`src/rtl/jk_counter_sequencer.sv`:
```
// Programmable up/down step counter built from WIDTH JK stages.
// A small FSM picks the per-stage J/K mode (hold, load, up or down) and sequences START/STEPS runs.
module jk_counter_sequencer #(
   parameter int WIDTH = 4
) (
   input  logic             CLK,
   input  logic             RST_N,
   input  logic             LOAD,
   input  logic [WIDTH-1:0] LOAD_VAL,
   input  logic             START,
   input  logic             DIR,
   input  logic [WIDTH-1:0] STEPS,
   input  logic             ABORT,
   output logic [WIDTH-1:0] Q,
   output logic [WIDTH-1:0] J,
   output logic [WIDTH-1:0] K,
   output logic             BUSY,
   output logic             DONE,
   output logic             TC
);

   typedef enum logic [1:0] {S_IDLE, S_RUN, S_DONE} state_t;
   typedef enum logic [1:0] {M_HOLD, M_LOAD, M_UP, M_DOWN} mode_t;

   state_t           r_state, w_state_nxt;
   mode_t            w_mode;
   logic             r_dir, w_dir_nxt;
   logic [WIDTH-1:0] r_q, w_q_nxt;
   logic [WIDTH-1:0] r_rem, w_rem_nxt;
   logic [WIDTH-1:0] w_up, w_dn;

   // Toggle-enable chains: stage i flips when every lower stage is 1 (up) or 0 (down).
   always_comb begin
      w_up    = '0;
      w_dn    = '0;
      w_up[0] = 1'b1;
      w_dn[0] = 1'b1;
      for (int i = 1; i < WIDTH; i++) begin
         w_up[i] = w_up[i-1] & r_q[i-1];
         w_dn[i] = w_dn[i-1] & ~r_q[i-1];
      end
   end

   always_comb begin
      w_state_nxt = r_state;
      w_mode      = M_HOLD;
      w_dir_nxt   = r_dir;
      w_rem_nxt   = r_rem;
      case (r_state)
         S_IDLE: begin
            if (LOAD) begin
               w_mode = M_LOAD;
            end else if (START) begin
               if (STEPS != '0) begin
                  w_dir_nxt   = DIR;
                  w_rem_nxt   = STEPS;
                  w_state_nxt = S_RUN;
               end else begin
                  w_state_nxt = S_DONE;
               end
            end
         end
         S_RUN: begin
            if (ABORT) begin
               w_state_nxt = S_IDLE;
            end else begin
               w_mode    = r_dir ? M_UP : M_DOWN;
               w_rem_nxt = r_rem - WIDTH'(1);
               if (r_rem == WIDTH'(1)) w_state_nxt = S_DONE;
            end
         end
         S_DONE:  w_state_nxt = S_IDLE;
         default: w_state_nxt = S_IDLE;
      endcase
   end

   always_comb begin
      J = '0;
      K = '0;
      case (w_mode)
         M_LOAD: begin
            J = LOAD_VAL;
            K = ~LOAD_VAL;
         end
         M_UP: begin
            J = w_up;
            K = w_up;
         end
         M_DOWN: begin
            J = w_dn;
            K = w_dn;
         end
         default: begin
            J = '0;
            K = '0;
         end
      endcase
   end

   // Per-stage JK characteristic: 00 hold, 01 clear, 10 set, 11 toggle.
   always_comb begin
      w_q_nxt = r_q;
      for (int i = 0; i < WIDTH; i++) begin
         case ({J[i], K[i]})
            2'b01:   w_q_nxt[i] = 1'b0;
            2'b10:   w_q_nxt[i] = 1'b1;
            2'b11:   w_q_nxt[i] = ~r_q[i];
            default: w_q_nxt[i] = r_q[i];
         endcase
      end
   end

   always_ff @(posedge CLK or negedge RST_N) begin
      if (!RST_N) begin
         r_state <= S_IDLE;
         r_q     <= '0;
         r_dir   <= 1'b0;
         r_rem   <= '0;
      end else begin
         r_state <= w_state_nxt;
         r_q     <= w_q_nxt;
         r_dir   <= w_dir_nxt;
         r_rem   <= w_rem_nxt;
      end
   end

   assign Q    = r_q;
   assign BUSY = (r_state == S_RUN);
   assign DONE = (r_state == S_DONE);
   assign TC   = BUSY & (r_dir ? (&r_q) : ~(|r_q));

endmodule

```
`config.mk`:
```
export PLATFORM = sky130hd
export DESIGN_NAME = jk_counter_sequencer
export DESIGN_NICKNAME = d
export VERILOG_FILES = /design/src/rtl/jk_counter_sequencer.sv
export SDC_FILE = /design/constraint.sdc
export NUM_CORES = 1
export LEC_CHECK = 0
export BUFFER_PORTS_ARGS = -buffer_cell sky130_fd_sc_hd__buf_4
export CAP_MARGIN = 5
export CELL_PAD_IN_SITES_DETAIL_PLACEMENT = 1
export CELL_PAD_IN_SITES_GLOBAL_PLACEMENT = 1
export CORE_MARGIN = 2
export CORE_UTILIZATION = 36
export DETAILED_ROUTE_END_ITERATION = 12
export PLACE_DENSITY_LB_ADDON = 0.05
export SYNTH_ARGS = -nofsm -noshare
export SYNTH_HDL_FRONTEND = slang
export SYNTH_SLANG_ARGS = --single-unit
```
`constraint.sdc`:
```
create_clock -name CLK -period 2.5 [get_ports CLK]
set_clock_uncertainty 0.05 [all_clocks]
set_input_delay 0.5 -clock CLK [delete_from_list [all_inputs] [get_ports CLK]]
set_output_delay 0.5 -clock CLK [all_outputs]
set_load 0.05 [all_outputs]
```
==> results, run 1 <==
- The flow ran to the end, and the final reports show no timing, DRC or antenna violations.
- After synthesis, the largest area contributor takes up 37.0% of total cell area.
- The count of input and output buffers is 28.
- The worst pin sits at a relative slew slack of 71.5%.
- The final total negative setup slack is 0 ns.
- The netlist area before placement is 743 sq um.
- After clock tree synthesis, the repair step resized 0 gates.
- After detailed routing, the total wire length is 2.35 mm.
- The via count of the first global-routing pass is 814.
- Counting I/O delays and the setup requirement, the final critical path takes 2.34 ns.
- For this run, the detailed router's first-pass iteration total came to 4.
- The layout-stage area growth over the synthesis result is 37.0%.
- The total global-route track usage is 20.7%.
- Setup violations remaining at the end of the flow were counted as 0.
- The first-pass GRT wire length is 3.88 mm.
- At the end of the flow, the number of nets in the layout was 137.
- The worst IR drop on VDD is 570 uV.
- The share of total power dissipated in combinational logic is 53.4%.
- The TritonCTS buffer count is 3.
- By area the synthesized netlist is led by dfrtp_1, nand2_1, nor2_1, a21oi_1, ha_1.
- The cell count after synthesis came out at 88.
- The startpoint type of the worst setup path is a flip-flop.
- The number of top-level pins is 29.
- The number of clock sinks is 11.
- Detailed routing inserted a total of 798 vias.
- The internal power summed over all cells is 0.000492 W.
- The post-route core utilization is 51.9%.
- TritonCTS built the clock tree.
- The final routed DRC violation total is 0.
- The highest routing layer actually used is met3.
- Along the worst path, the maximum fanout reaches 8.
- The arrival time of data at the critical path endpoint is 1.79 ns.
- The area fraction in compound gates after synthesis is 24.1%.
- For this design the ratio of total power to cell area is 969 nW/um^2.
- After detailed routing, the number of vias per cell comes to 5.43.
- The die covers 2440 sq um.
- The effective utilization at floorplan is 37.9%.
- The sum of met2 wire segment lengths after detailed routing is 1.12 mm.
- The die is 49.4 um wide.
- The cell sitting at the root of the clock tree is a clkbuf_4.
- The synthesized design spends more area on one cell type than any other, namely dfrtp_1.
- By area, the combinational part of the netlist is dominated by simple AND/OR/NAND/NOR gates.
- The transition time of the tightest slew-check pin is 0.427 ns.
- After detailed routing, the met3 layer carries 88 um of wire.
- The netlist uses 35 different library cells.
- Clock-pin slew was measured on the worst setup and hold paths at 0.07 ns.
- The total of hold buffers inserted after clock tree synthesis is 0.
- The simple-gate share of the synthesized area is 28.3%.
- The layout cell share with drive strength beyond 1 is 31.7%.
- The maximum clock rate is 427 MHz.
- In the finished design, the share of the clock period the worst path needs comes to 93.6%.
- The detail route stage leaves a number of antenna-violating nets equal to 0.
- After synthesis, the share of cell area in mux cells is 2.86%.
- Of the total synthesized cell area, the portion taken by XOR and XNOR cells is 1.18%.
- The max-slew violation count is 0.
- The die extent in y is 49.4 um.
- Across the run, the number of max-cap violations was 0.
- The total half-perimeter wirelength after legalization and detailed placement is 1.83 mm.
- The final count of hold timing violations came to 0.
- The analysis attributes to cell leakage a power of 0.477 nW.
- CTS built an H-tree with a depth of 1.
- Summed over all nets, the switching power comes to 0.000494 W.
- Synthesis inferred 11 register bits.
- The number of buffers added for setup after CTS is 0.
- Yosys printed 0 warnings.
- The filler cells instantiated in the layout total 275.
- The worst setup path is captured at an output port.
- Sequential cells were found to cover 37.0% of the synthesized design area.
- The total congestion overflow after global routing is 0.
- The count of inserted antenna diode cells is 0.
- The proportion of total power due to net switching is 50.1%.
- In this run the core area contains 16 standard-cell rows.
- The most common library cell in the layout ignoring fill and taps is buf_4.
- Entering global routing, the biggest net connects 14 pins.
- Data on the critical path is required at its endpoint by 1.95 ns.
- Leaving out fill and tap cells, the most frequent cells in the layout are buf_4, dfrtp_1, nand2_1.
- For this block, the initial DRC count from the detailed router was 13.
- The latest clock arrival within the worst-skew pair is 0.27 ns.
- Synthesis produced a netlist with a net count of 104.
- In the final routed layout, each cell accounts on average for 16.0 um.
- Of the total synthesized cell area, the portion taken by full adders, half adders and majority gates is 3.37%.
- The kind of critical path is flip-flop to output port.
- The routability-driven placement congestion ratio is 0.803.
- The average instance area after synthesis is 8.45 sq um.
- The maximum count of clock buffers along a single path is 2.
- The floorplan core area is 1960 sq um.
- The initial antenna violation count was 0.
- The worst min-delay path category is input pin to asynchronous set/reset pin.
- Setup repair after global routing left no endpoint under its margin.
- The fraction of power consumed by sequential logic is 34.0%.
- For this block, wires on met1 add up to 1.14 mm.
- The clock network burns 12.6% of the power.
==> layer usage <==
layer | vias up | track usage [%]
met3 | 0 | 5.21
met1 | 395 | 28.4
met5 | - | 0
met2 | 16 | 33.8
met4 | 0 | 2.78
li1 | 387 | -
==> stage by stage <==
step	cell area (sq um)	worst slack (ns)	total power [W]	hold slack, ns	cells
CTS	1020	0.132	0.000990	0.000391	147
floorplan	746	0.136	0.000687	0.154	88
finish	1020	0.159	0.000987	0.00389	147
global placement	992	0.498	0.000850	0.296	143
detailed placement	992	0.439	0.000862	0.297	143
global route	1020	0.00441	0.00105	0.00542	147
==> synth_stat cells (all sizes together) <==
cell	number
o22ai	3
mux2	1
a21oi	6
a222oi	1
a21o	1
o31ai	2
a311o	1
or3	1
dfrtp	11
a2bb2oi	2
nor4	1
buf	1
o21ai	9
nand2	9
and2	1
inv	5
xnor2	1
nand3	2
and3	1
mux2i	1
ha	2
nor2	9
nand2b	3
or4	2
nor3	2
nor3b	5
a31oi	1
a211oi	1
o211ai	1
nor2b	2
==> sequential cells by signal, summed over array words and instances (netlist names) <==
signal / flops
r_dir: 1
r_rem: 4
Q: 4
r_state: 2
==> power by group through the flow <==
stage	sequential, W	combinational, W	clock [W]
after floorplan	0.000400	0.000287	0
after global placement	0.000331	0.000518	0
after detailed placement	0.000338	0.000525	0
after CTS	0.000335	0.000526	0.000129
after global routing	0.000350	0.000565	0.000137
final	0.000335	0.000527	0.000124
==> layout make-up <==
cell class                      instances  area [sq um]  share of cell area (%)
Tap cell                               27          33.8                    3.32
Multi-Input combinational cell         71           447                    43.9
Inverter                                5          18.8                    1.84
Timing Repair Buffer                   29           218                    21.4
Sequential cell                        11           275                    27.0
Clock buffer                            4          26.3                    2.58
==> path summary, 6_finish.rpt <==
path | from | end | slack, ns | cells past startpoint
worst max-delay path | Q[0] | TC | 0.16 | 5
worst min-delay path | RST_N | Q[2] | 0.004 | 1
worst max register to register | r_state[1] | Q[3] | 0.81 | 5
worst min register to register | r_rem[0] | r_rem[0] | 0.53 | 1
max in group asynchronous | RST_N | r_state[1] | 2.24 | 1
min in group CLK | DIR | r_dir | 0.39 | 2
==> logic make-up after synthesis <==
| logic type | after synthesis |
|---|---|
| simple gates | 38 |
| compound gates | 28 |
| flops | 11 |
| buf+inv | 6 |
| mux | 2 |
| fa+ha+maj | 2 |
| xor+xnor | 1 |
==> worst max-delay path, cell delays in order (launching register included) <==
cell	delay [ns]
dfrtp_1	0.46
or4_1	0.56
nor2_1	0.12
a21oi_1	0.07
nor2_2	0.11
buf_4	0.21
No activity file was read; power rests on OpenSTA's default activity.
==> run 2: changes to the inputs <==
- CORE_UTILIZATION: 36 -> 30
- clock period: 2.5 -> 2.1 ns (I/O delays scaled with it)
==> run 2 against run 1 <==
  * The flow now finishes with violations (setup timing)
  * Setup slack worse by 0.22 ns
  * Global-route usage is 1.5 points lower
  * Die area is 18% higher
  * Clock power is 29% higher
  * Critical path depth stayed put
  * Wire length is 2.6% higher
  * Via count is 5.1% higher
  * Sequential share of layout area is 3.9 points lower
  * Sequential power is 18% higher
  * Register-to-register slack worse by 0.42 ns
  * Power is 35% higher
  * Highest routed layer is now met4
==> results, run 2 (same netlist as run 1, synthesis figures left out) <==
- Combinational logic is responsible for 58.3% of the overall power.
- The effective utilization at floorplan is 30.8%.
- Setup repair after global routing could not meet its margin everywhere.
- For the pin with the worst max-slew slack, the measured transition is 0.540 ns.
- During placement, the flow inserted port buffers numbering 28.
- The latest clock arrival within the worst-skew pair is 0.28 ns.
- The total cell area at the placement stage is 1030 sq um.
- The region available for standard cell placement spans 2410 sq um.
- The total global-route track usage is 19.2%.
- The number of optimization iterations in the first detailed-route pass is 4.
- The final count of hold timing violations is 0.
- At the worst endpoint, the arrival time is 1.70 ns.
- The worst min-delay path category is input pin to flip-flop.
- The CTS H-tree depth is 1.
- The clock network fraction of total power is 12.0%.
- The floorplan step set the die width to 53.8 um.
- The die extent in y is 53.8 um.
- Data on the critical path is required at its endpoint by 1.63 ns.
- The number of setup violations in the final report is 3.
- The via count of the first global-routing pass is 777.
- Relative to the synthesized area, the layout overhead comes to 63.1%.
- Across all setup checks in the final design, the least slack found is -0.0652 ns.
- The pin count of the biggest net entering global routing is 12.
- The startpoint type of the worst setup path is a flip-flop.
- The initialized floorplan defines 18 standard-cell rows.
- The post-route core utilization is 50.3%.
- The kind of critical path is flip-flop to output port.
- In the layout the commonest cells are buf_4, dfrtp_1, nand2_1, nor2_1.
- Internal power comes to 0.000680 W.
- The top fanout value on the critical path is 5.
- The final reports fail on setup timing.
- The max-slew violation count is 0.
- Of the total power, the share spent switching nets is 49.0%.
- The number of clock sinks is 11.
- The startpoint identified for the worst register-to-register timing path is r_state[0].
- The most common library cell in the layout ignoring fill and taps is buf_4.
- Wires add up to 2.41 mm.
- For this design the ratio of total power to cell area is 1100 nW/um^2.
- The first global-routing pass estimated 3.79 mm of wire.
- TritonCTS built the clock tree.
- In this run the tightest slew margin relative to its limit is 63.6%.
- The via total after detailed routing is 839.
- The initial antenna violation count is 0.
- The maximum count of clock buffers along a single path is 2.
- The number of top-level pins is 29.
- The detailed router finished its first iteration with 10 violations.
- After layout, the worst path uses 103% of the clock period.
- The post-layout net count is 150.
- The maximum clock rate is 462 MHz.
- The final worst hold slack is 0.301 ns.
- Clock tree synthesis selected as its root buffer the cell clkbuf_4.
- The worst register-to-register path has a setup slack of 0.39 ns.
- The final routed DRC violation total is 0.
- The analysis attributes to net switching a power of 0.000654 W.
- The met2 track demand over resource is 29.3%.
- 0 antenna diodes ended up in the layout.
- For this design the static power due to leakage is 0.558 nW.
- The time the worst path needs with I/O delays and setup is 2.17 ns.
- The most congested layer reported by global routing is met2.
- The final total power is 0.00133 W.
- The layout cell share with drive strength beyond 1 is 49.6%.
- The flow ran to the end, but the final reports show violations.
- Global routing used 3.33% of the available met3 tracks.
- The hold path startpoint is DIR.
- The floorplan step defined a die boundary enclosing 2890 sq um.
- Summing all non-filler instances in the final layout gives an area of 1210 sq um.
- The total congestion overflow after global routing is 0.
- The count of nets left with antenna violations once routing finished came out at 0.
- The final total negative setup slack is -0.102 ns.
- The met1 demand-to-capacity share in global routing is 25.6%.
- The TritonCTS buffer count is 3.
- The path with the worst hold slack has its endpoint at r_dir.
- The category of the worst setup path capture point is an output port.
- IR analysis of the VDD net gives a maximum drop of 762 uV.
- The hold-critical path depth is 2.
- The tool flagged a number of max-cap violations equal to 0.
- After detailed routing, the average wire length per cell comes to 14.8 um.
- Sequential cells burn 29.7% of the power.
- The clock edge transition at the registers on the reported setup and hold paths is 0.08 ns.
- The endpoint identified for the worst register-to-register timing path is r_dir.
- For the worst flop-to-flop path, the logic depth is 5.
- The total half-perimeter wirelength after legalization and detailed placement is 1.86 mm.
- The per-cell via count in the routed design is 5.15.
- At the end of routability-driven placement, the weighted congestion stood at 0.780.
[run 2: changes by cell type in the layout (fill, tap and decap cells not counted), moves of 2 or more]
cell	change
nand2_2	+2
buf_4	+8
o21ai_0	-4
dfrtp_1	-4
dfrtp_2	+4
buf_6	+4
nand2_1	-2
o21ai_2	+3
[run 2: timing repair]
item / 4_1_cts / 5_1_grt
setup buffers: 4 / 4
gates resized for setup: 10 / 13
hold buffers: 1 / 0
hold endpoints to repair: 11 / 0
endpoints found under the setup margin: 7 / 9
pin swaps: 2 / 0
[run 2: final cells by class]
| cell class | instances | area [sq um] |
|---|---|---|
| fillers | 285 | 1200 |
| repair buffers | 42 | 333 |
| well taps | 30 | 37.5 |
| multi-input cells | 71 | 517 |
| inverters | 5 | 18.8 |
| flip-flops and latches | 11 | 280 |
| clock buffers | 4 | 26.3 |
[run 2: stage by stage]
step                      setup slack (ns)  std cells
after detailed placement             0.166        150
after CTS                          -0.0771        159
after global routing                -0.147        163
after floorplan                     -0.158         88
after global placement               0.221        150
final                              -0.0652        163
[run 2: power by group through the flow]
stage,Clock (W),Combinational [W],Sequential (W)
floorplan,0,0.000345,0.000476
global route,0.000184,0.000840,0.000411
finish,0.000160,0.000778,0.000396
detailed placement,0,0.000665,0.000390
global placement,0,0.000653,0.000384
CTS,0.000164,0.000721,0.000387
[run 2: worst max-delay path, stage by stage (launching register included)]
cell and delay, ns:
dfrtp_2 0.44, or4_4 0.57, nor2_4 0.10, a21oi_2 0.04, nor2_2 0.11, buf_6 0.17
[run 2: worst max path at each step]
stage | to | cells after the start | slack [ns] | from
after floorplan | TC | 4 | -0.16 | Q[0]
after global placement | TC | 5 | 0.22 | Q[1]
after detailed placement | TC | 5 | 0.17 | Q[1]
after CTS | TC | 5 | -0.08 | Q[1]
after global routing | TC | 5 | -0.15 | Q[1]
final | TC | 5 | -0.07 | Q[1]
[run 2: metal layers]
metal / share of wire [%] / wire length, um / vias to the layer above
met3: 3.2 / 78 / 4
met4: 1.2 / 30 / 0
met1: 47 / 1140 / 403
met5: 0 / 0 / -
met2: 48 / 1160 / 18
li1: - / - / 414
